`src/rtl/note_seq_ctrl_if.sv`:
```
// rtl/note_seq_ctrl_if.sv - note handshake bundle between note source and sequencer
// The master presents notes and the slave (the sequencer) reports readiness.
interface note_seq_ctrl_if #(
  parameter int PERIOD_W = 16,
  parameter int DUR_W    = 8
);
  logic                note_val;
  logic                note_rdy;
  logic [PERIOD_W-1:0] note_period;
  logic [DUR_W-1:0]    note_dur;
  logic                note_last;

  modport master (
    output note_val,
    output note_period,
    output note_dur,
    output note_last,
    input  note_rdy
  );

  modport slave (
    input  note_val,
    input  note_period,
    input  note_dur,
    input  note_last,
    output note_rdy
  );
endinterface

```
`src/rtl/note_seq_ctrl.sv`:
```
// rtl/note_seq_ctrl.sv - note sequencer driving a square-wave tone with per-note silent gap
// Accepts notes in IDLE, plays them for a tick-counted duration, then inserts a fixed gap.
module note_seq_ctrl #(
  parameter int PERIOD_W   = 16,
  parameter int DUR_W      = 8,
  parameter int GAP_CYCLES = 4
) (
  input  logic            clk,
  input  logic            rst,
  note_seq_ctrl_if.slave  note_if,
  input  logic            tick,
  input  logic            stop,
  output logic            audio_out,
  output logic            playing,
  output logic            done
);

  typedef enum logic [1:0] {
    IDLE = 2'd0,
    PLAY = 2'd1,
    GAP  = 2'd2
  } state_t;

  localparam logic [7:0]          GAP_LAST = 8'(GAP_CYCLES - 1);
  localparam logic [PERIOD_W-1:0] P_ONE    = {{(PERIOD_W-1){1'b0}}, 1'b1};
  localparam logic [DUR_W-1:0]    D_ONE    = {{(DUR_W-1){1'b0}}, 1'b1};

  state_t              state_q, state_d;
  logic [PERIOD_W-1:0] period_q, period_d;
  logic [PERIOD_W-1:0] hp_cnt_q, hp_cnt_d;
  logic [DUR_W-1:0]    dur_cnt_q, dur_cnt_d;
  logic                last_q, last_d;
  logic [7:0]          gap_cnt_q, gap_cnt_d;
  logic                audio_q, audio_d;
  logic                done_q, done_d;
  logic                accept;

  // Readiness depends only on state, so note_val never loops back into note_rdy.
  assign note_if.note_rdy = (state_q == IDLE);
  assign accept           = note_if.note_val && (state_q == IDLE) && !stop;

  assign audio_out = audio_q;
  assign done      = done_q;
  assign playing   = (state_q != IDLE);

  always_comb begin
    state_d   = state_q;
    period_d  = period_q;
    hp_cnt_d  = hp_cnt_q;
    dur_cnt_d = dur_cnt_q;
    last_d    = last_q;
    gap_cnt_d = gap_cnt_q;
    audio_d   = audio_q;
    done_d    = 1'b0;

    unique case (state_q)
      IDLE: begin
        audio_d = 1'b0;
        if (accept) begin
          period_d  = note_if.note_period;
          last_d    = note_if.note_last;
          hp_cnt_d  = '0;
          dur_cnt_d = note_if.note_dur;
          gap_cnt_d = '0;
          state_d   = (note_if.note_dur != '0) ? PLAY : GAP;
        end
      end

      PLAY: begin
        if (stop) begin
          state_d   = IDLE;
          audio_d   = 1'b0;
          hp_cnt_d  = '0;
          dur_cnt_d = '0;
          gap_cnt_d = '0;
        end else if (tick && (dur_cnt_q == D_ONE)) begin
          state_d   = GAP;
          audio_d   = 1'b0;
          hp_cnt_d  = '0;
          dur_cnt_d = '0;
          gap_cnt_d = '0;
        end else begin
          if (tick) begin
            dur_cnt_d = dur_cnt_q - D_ONE;
          end
          // A zero period is a rest: the output stays low for the whole note.
          if (period_q == '0) begin
            audio_d  = 1'b0;
            hp_cnt_d = '0;
          end else if (hp_cnt_q == (period_q - P_ONE)) begin
            audio_d  = ~audio_q;
            hp_cnt_d = '0;
          end else begin
            hp_cnt_d = hp_cnt_q + P_ONE;
          end
        end
      end

      GAP: begin
        audio_d = 1'b0;
        if (stop) begin
          state_d   = IDLE;
          gap_cnt_d = '0;
        end else if (gap_cnt_q == GAP_LAST) begin
          state_d   = IDLE;
          gap_cnt_d = '0;
          done_d    = last_q;
        end else begin
          gap_cnt_d = gap_cnt_q + 8'd1;
        end
      end

      default: begin
        state_d = IDLE;
        audio_d = 1'b0;
      end
    endcase
  end

  always_ff @(posedge clk) begin
    if (rst) begin
      state_q   <= IDLE;
      period_q  <= '0;
      hp_cnt_q  <= '0;
      dur_cnt_q <= '0;
      last_q    <= 1'b0;
      gap_cnt_q <= '0;
      audio_q   <= 1'b0;
      done_q    <= 1'b0;
    end else begin
      state_q   <= state_d;
      period_q  <= period_d;
      hp_cnt_q  <= hp_cnt_d;
      dur_cnt_q <= dur_cnt_d;
      last_q    <= last_d;
      gap_cnt_q <= gap_cnt_d;
      audio_q   <= audio_d;
      done_q    <= done_d;
    end
  end

endmodule

```
`src/flat_wrapper.sv`:
```
// flat-port wrapper written by rule: the top's interface ports become plain ports
module note_seq_ctrl_flat 
#(
  parameter int PERIOD_W   = 16,
  parameter int DUR_W      = 8,
  parameter int GAP_CYCLES = 4
)
  (clk, rst, tick, stop, audio_out, playing, done, note_if_note_val, note_if_note_period, note_if_note_dur, note_if_note_last, note_if_note_rdy);
  note_seq_ctrl_if #(.PERIOD_W(PERIOD_W), .DUR_W(DUR_W)) note_if_i ();
  input  logic clk;
  input  logic rst;
  input  logic tick;
  input  logic stop;
  output logic audio_out;
  output logic playing;
  output logic done;
  input wire logic [$bits(note_if_i.note_val)-1:0] note_if_note_val;
  input wire logic [$bits(note_if_i.note_period)-1:0] note_if_note_period;
  input wire logic [$bits(note_if_i.note_dur)-1:0] note_if_note_dur;
  input wire logic [$bits(note_if_i.note_last)-1:0] note_if_note_last;
  output wire logic [$bits(note_if_i.note_rdy)-1:0] note_if_note_rdy;
  assign note_if_i.note_val = note_if_note_val;
  assign note_if_i.note_period = note_if_note_period;
  assign note_if_i.note_dur = note_if_note_dur;
  assign note_if_i.note_last = note_if_note_last;
  assign note_if_note_rdy = note_if_i.note_rdy;
  note_seq_ctrl #(.PERIOD_W(PERIOD_W), .DUR_W(DUR_W), .GAP_CYCLES(GAP_CYCLES)) u_core (.clk(clk), .rst(rst), .note_if(note_if_i), .tick(tick), .stop(stop), .audio_out(audio_out), .playing(playing), .done(done));
endmodule
```
`config.mk`:
```
export PLATFORM = sky130hd
export DESIGN_NAME = note_seq_ctrl_flat
export DESIGN_NICKNAME = d
export VERILOG_FILES = /design/src/rtl/note_seq_ctrl_if.sv /design/src/rtl/note_seq_ctrl.sv /design/src/flat_wrapper.sv
export SDC_FILE = /design/constraint.sdc
export NUM_CORES = 1
export LEC_CHECK = 0
export CAP_MARGIN = 20
export CORE_AREA = 2 2 102 84
export DETAILED_ROUTE_END_ITERATION = 6
export DIE_AREA = 0 0 104 86
export GPL_TIMING_DRIVEN = 0
export PLACE_DENSITY = 0.59
export SYNTH_ARGS = -nofsm -noshare
export SYNTH_HDL_FRONTEND = slang
export SYNTH_SLANG_ARGS = --single-unit
```
`constraint.sdc`:
```
create_clock -name clk -period 4.2 [get_ports clk]
set_input_delay 0.84 -clock clk [delete_from_list [all_inputs] [get_ports clk]]
set_output_delay 0.84 -clock clk [all_outputs]
set_load 0.1 [all_outputs]
```
==> metrics.yaml, run 1 <==
status: "finished clean"
r2r_setup_slack_ns: 1.26
ctsHoldBuffers: 0
async_reset_ff_share_pct: 0
die_w_microns: 104
worstSetupPathType: "reg -> out"
synthFlopType: "dfxtp_1"
skew_ns: 0.00776
switchingPower_uw: 328
cp.required_ns: 3.36
synth_top_area_share_pct: 34.1
swShare_pct: 28.7
slew_headroom_pct: 33.7
pre_cts_ws_ns: 1.03
final_antenna_net_count: 0
p_leak_nw: 1.33
cts_tree: "yes"
ir_worst_vdd_mv: 0.161
drive_above_1_share_pct: 4.33
layout.nets: 473
p_seq_share_pct: 47.3
yosysTopAreaCell: "dfxtp_1"
routedWlPerCell_microns: 14.6
synth_fp_nets: 434
cts.htree.levels: 2
final-setup-viol-count: 0
drtIter0Drc: 212
drt_first_pass_iters: 4
clkSlewWorstSetupHoldPaths_ns: 0.10
cts_setup_buffers: 0
tns_ns: 0
clockBufferDepth: 2
gr-usage-all-layers_pct: 18.7
startpoint_type: "flip-flop"
crit_fanout: 5
start_util_pct: 39.7
clock_sinks: 53
hpwl_mm: 6.07
grt_max_degree: 17
finalHoldViolations: 0
synthCells: 399
critPathCaptureType: "output port"
tightest_slew_ns: 0.991
ys_ff_latch: 53
yosys_warnings: 0
io_pins: 34
cap_viol_max_count: 0
cts.repair.resized: 0
grt_pass1_wl_mm: 13.6
syn_area_sq_um: 3110
combPwrFrac_pct: 20.5
via_count: 2965
period_share_pct: 70.3
ys_seq_area_share_pct: 34.1
antenna_found_initial: 0
drv_slew: 0
grt_pass1_vias: 2764
dieArea_sq_um: 8940
max_freq_mhz: 339
rows: 29
yosys-top-cells-area: "dfxtp_1, nand2_1, xor2_1"
clock_latency_ns: 0.31
yosysUniqueCellTypes: 53
cts-buffers-inserted: 5
drc: 0
syn_avg_cell_area_sq_um: 7.80
arrival_ns: 2.11
place_congestion: 0.848
power.share.clock_pct: 32.3
vias_per_cell: 5.42
syn_to_final_growth_pct: 18.5
io_buffers: 32
routed_wirelength_mm: 7.98
fin_ws_ns: 1.25
clock_tree.root_cell: "clkbuf_8"
grt_overflow_total: 0
rsz0062_at_grt: "false"
min_period_ns: 2.95
core_sq_um: 7840
synth_edf_count: 0
power.density_nw_per_um2: 310
antenna_cells: 0
die-height_microns: 86
hp-class: "reg -> reg"
p_int_uw: 814
[cell usage in the layout (no fill, tap or decap), drive strengths merged, types with 11 or more instances in the layout]
cell type	instances
nor3	15
xnor2	11
a31oi	11
xor2	16
nor4	11
inv	15
clkbuf	19
clkdlybuf4s50	32
a21oi	26
nand2	58
nand3	21
nor2	31
dfxtp	53
[synthesized netlist by cell type, types with 4 or more instances]
cell type  number
a211oi_1        5
a21oi_1        26
a22oi_1         7
a31oi_1        11
a32o_1          4
and2_1          4
and3_1          7
clkbuf_1       13
dfxtp_1        53
ha_1            5
inv_1          15
mux2i_1         8
nand2_1        58
nand2b_1        6
nand3_1        21
nand4_1         8
nor2_1         31
nor2b_1         7
nor3_1         14
nor4_1         10
o21ai_0         8
or3_1           4
xnor2_1        11
xor2_1         16
[area by class of cell]
class | count | area, sq um
clock inverter | 2 | 37.5
clock buffer | 6 | 82.6
fill | 802 | 4150
sequential | 53 | 1060
tap | 108 | 135
buffer | 21 | 108
multi-input combinational | 310 | 1890
inverter | 15 | 56.3
timing repair buffer | 32 | 320
[worst max-delay path, cell delays in order (launching register included)]
cell and delay [ns]:
dfxtp_1 0.36, nor2_1 0.23, clkdlybuf4s50_1 1.20
[flip-flops by register name (all words and copies together), names as in the netlist]
register / cells
u_core.gap_cnt_q: 8
u_core.period_q: 16
u_core.last_q: 1
u_core.state_q: 2
u_core.done: 1
u_core.hp_cnt_q: 16
u_core.audio_out: 1
u_core.dur_cnt_q: 8
[per-stage QoR]
step	utilization (%)	std cells	hold slack (ns)	instance area, sq um	total power, mW
after detailed placement	45.5	539	0.450	3570	0.782
after CTS	47.1	547	0.463	3690	1.15
after global placement	45.5	539	0.443	3570	0.778
final	47.1	547	0.461	3690	1.14
after global routing	47.1	547	0.499	3690	1.20
after floorplan	-	399	0.432	3110	0.705
[final timing paths]
| check | to | start | cells after the start |
|---|---|---|---|
| worst max-delay path | note_if_note_rdy | u_core.state_q[0]$_SDFFE_PP0P_ | 2 |
| worst min-delay path | u_core.last_q$_SDFFE_PP0P_ | u_core.last_q$_SDFFE_PP0P_ | 2 |
| worst max register to register | u_core.hp_cnt_q[1]$_SDFFE_PP0P_ | u_core.period_q[0]$_SDFFE_PP0P_ | 12 |
| worst min register to register | u_core.last_q$_SDFFE_PP0P_ | u_core.last_q$_SDFFE_PP0P_ | 2 |
[cell families (layout without fill, tap and decap cells)]
family          count (synthesis)  in the layout  share of synthesized area, %
compound gates                 82             82                          18.0
xor+xnor                       27             27                          7.60
fa+ha+maj                       5              5                          2.01
buf+inv                        36             76                          5.27
flops                          53             53                          34.1
mux                             8              8                          2.57
simple gates                  188            188                          30.5
[metal layers]
metal	vias up	track usage, %	part of all wire (%)
li1	1518	-	-
met4	0	4.18	0.78
met2	63	27.6	41
met1	1376	28.1	53
met5	-	0	0
met3	8	3.42	4.7
[power groups by stage]
stage	clock, mW	sequential [mW]	combinational [mW]
final	0.368	0.540	0.234
after global routing	0.400	0.543	0.259
after CTS	0.382	0.540	0.231
after detailed placement	0	0.551	0.230
after global placement	0	0.551	0.227
after floorplan	0	0.545	0.160
Note: power is estimated with default switching activity, not from simulation.
==> run 2, diff against run 1 <==
Settings changed: PLACE_DENSITY 0.59 to 0.61.
Clock period 4.2 ns to 2.47 ns, I/O delays scaled along.
==> run 2 against run 1 <==
The run now ends with negative setup slack left. Worst hold slack better by 0.016 ns. Count of clock-buffer cells in the layout down 1. Sequential share of layout area down 1.4 points. First-iteration DRC count down 52%. Clock power up 38%. Critical path type is now reg -> reg.
==> metrics.yaml, run 2 (same netlist as run 1, synthesis figures left out) <==
ctsHoldBuffers: 0  # unchanged
drv_slew: 0  # unchanged
clock_tree.root_cell: "clkbuf_8"
crit_chain: "or3_4 -> buf_6 -> nor4_4 -> o211ai_1 -> a2111o_1 -> a2111o_1 -> buf_6 -> buf_8 -> a31oi_1 -> mux2i_1"
p_leak_nw: 1.41  # +6.0%
place_congestion: 0.898  # +5.9%
pre_cts_ws_ns: -0.379  # -1.41 ns
layout.nets: 483  # +2.1%
place_area_sq_um: 3590  # +0.56%
min_to: "u_core.last_q$_SDFFE_PP0P_"
antenna_cells: 0  # unchanged
cts_tree: "yes"
fin_ws_ns: -0.210  # -1.46 ns
crit_fanout: 6  # +1
syn_to_final_growth_pct: 25.7
final.fill_count: 800  # -0.25%
dp_cells: 539  # unchanged
reg_top3: "u_core.hp_cnt_q x16, u_core.period_q x16"
drt_first_pass_iters: 4  # unchanged
core_sq_um: 7840  # unchanged
critPathCaptureType: "flip-flop"
vias_per_cell: 5.46  # +0.76%
wl_met1_mm: 4.18  # -2.1%
status: "complete, but fails checks"
hold_path_depth: 2  # unchanged
r2r_setup_slack_ns: -0.21  # -1.47 ns
io_pins: 34  # unchanged
cts-buffers-inserted: 5  # unchanged
worstSetupPathType: "reg -> reg"
r2r-start: "u_core.period_q[4]$_SDFFE_PP0P_"
drive_above_1_share_pct: 12.0  # +7.7 points
crit_slowest_cell: "a2111o_1"
start_util_pct: 39.7  # unchanged
gr-usage-all-layers_pct: 18.8  # +0.090 points
finalHoldViolations: 0  # unchanged
cp.required_ns: 2.67  # -0.69 ns
hpwl_mm: 5.99  # -1.4%
routedWlPerCell_microns: 15.0  # +3.2%
drtIter0Drc: 102  # -52%
cap_viol_max_count: 0  # unchanged
ir_worst_vdd_mv: 0.322  # +100%
die_w_microns: 104  # unchanged
drc: 0  # unchanged
rsz0062_at_grt: "true"
die-height_microns: 86  # unchanged
final-setup-viol-count: 17  # +17
max_freq_mhz: 373
antenna_found_initial: 0  # unchanged
final_common_cell: "nand2_1"
clkSlewWorstSetupHoldPaths_ns: 0.10  # about the same
period_share_pct: 108
skew_ns: 0.00517  # -0.00259 ns
clock_latency_ns: 0.32  # about the same
min_period_ns: 2.68
startpoint_type: "flip-flop"
most-common-layout-cells: "nand2_1, dfxtp_1, clkdlybuf4s50_1"
hp-class: "reg -> reg"
ff_latch_area_sq_um: 1070  # +0.83%
wl_met2_mm: 3.82  # +17%
slew_headroom_pct: 35.7  # +2.0 points
tightest_slew_ns: 0.961  # -0.0295 ns
arrival_ns: 2.88  # +0.77 ns
violations: "negative setup slack"
power.density_nw_per_um2: 476  # +54%
grt_max_degree: 17  # unchanged
grt_overflow_total: 0  # unchanged
r2r_cells: 10  # -2
grt_pass1_vias: 2899  # +4.9%
io_buffers: 32  # unchanged
final_antenna_net_count: 0  # unchanged
critPathMaxStageDelay_ns: 0.40  # -0.80 ns
finalNonFillerCells: 557  # +1.8%
power.total_mw: 1.86  # +63%
rows: 29  # unchanged
worstHoldStart: "u_core.last_q$_SDFFE_PP0P_"
final_util_pct: 49.9  # +2.9 points
highest_layer: "met4"
wl_met3_microns: 265  # -29%
cts.htree.levels: 2  # unchanged
grt_pass1_wl_mm: 13.7  # +0.45%
via_count: 3042  # +2.6%
clock_sinks: 53  # unchanged
r2r-end: "u_core.hp_cnt_q[7]$_SDFFE_PP0P_"
final_cell_area_sq_um: 3910  # +6.1%
clockBufferDepth: 2  # unchanged
multiInputGateArea_sq_um: 2030  # +7.4%
dieArea_sq_um: 8940  # unchanged
hold_ws_ns: 0.477  # +0.0157 ns
tns_ns: -2.30  # -2.30 ns
routed_wirelength_mm: 8.38  # +5.0%
-- run 2: per-layer routing --
layer,up-vias,track usage [%]
li1,1538,-
met4,0,6.14
met2,48,31.1
met5,-,0
met1,1447,24.5
met3,9,4.03
-- run 2: area by class of cell --
class,count,area share [%]
Buffer,21,3.07
Clock buffer,5,1.76
Sequential cell,53,27.3
Tap cell,108,3.45
Timing Repair Buffer,42,10.6
Inverter,15,1.53
Clock inverter,3,0.448
Multi-Input combinational cell,310,51.8
-- run 2: report_power, final --
part	total, mW	switching [mW]	internal (mW)
sequential	0.919	0.0370	0.882
clock	0.506	0.310	0.197
combinational	0.436	0.236	0.200
-- run 2: how the worst max path moves through the flow --
stage / from / to
final: u_core.period_q[4]$_SDFFE_PP0P_ / u_core.hp_cnt_q[7]$_SDFFE_PP0P_
after global routing: u_core.period_q[4]$_SDFFE_PP0P_ / u_core.hp_cnt_q[7]$_SDFFE_PP0P_
after CTS: u_core.period_q[4]$_SDFFE_PP0P_ / u_core.hp_cnt_q[1]$_SDFFE_PP0P_
after detailed placement: u_core.period_q[8]$_SDFFE_PP0P_ / u_core.hp_cnt_q[1]$_SDFFE_PP0P_
after global placement: tick / u_core.hp_cnt_q[5]$_SDFFE_PP0P_
after floorplan: u_core.period_q[4]$_SDFFE_PP0P_ / u_core.hp_cnt_q[14]$_SDFFE_PP0P_
-- run 2: critical path: cells and delay by family (launching register included) --
kind                   cells  cell delay [ns]
muxes                      1             0.09
buffers and inverters      3             0.43
AOI/OAI and AO/OA          4             1.05
DFF                        1             0.37
and+or+nand+nor            2             0.62
-- run 2: repair_timing --
| action | 4_1_cts | 5_1_grt |
|---|---|---|
| setup buffers | 2 | 5 |
| gates cloned | 0 | 3 |
| pin swaps | 4 | 3 |
| resized for setup | 17 | 23 |
| setup endpoints to repair | 25 | 30 |
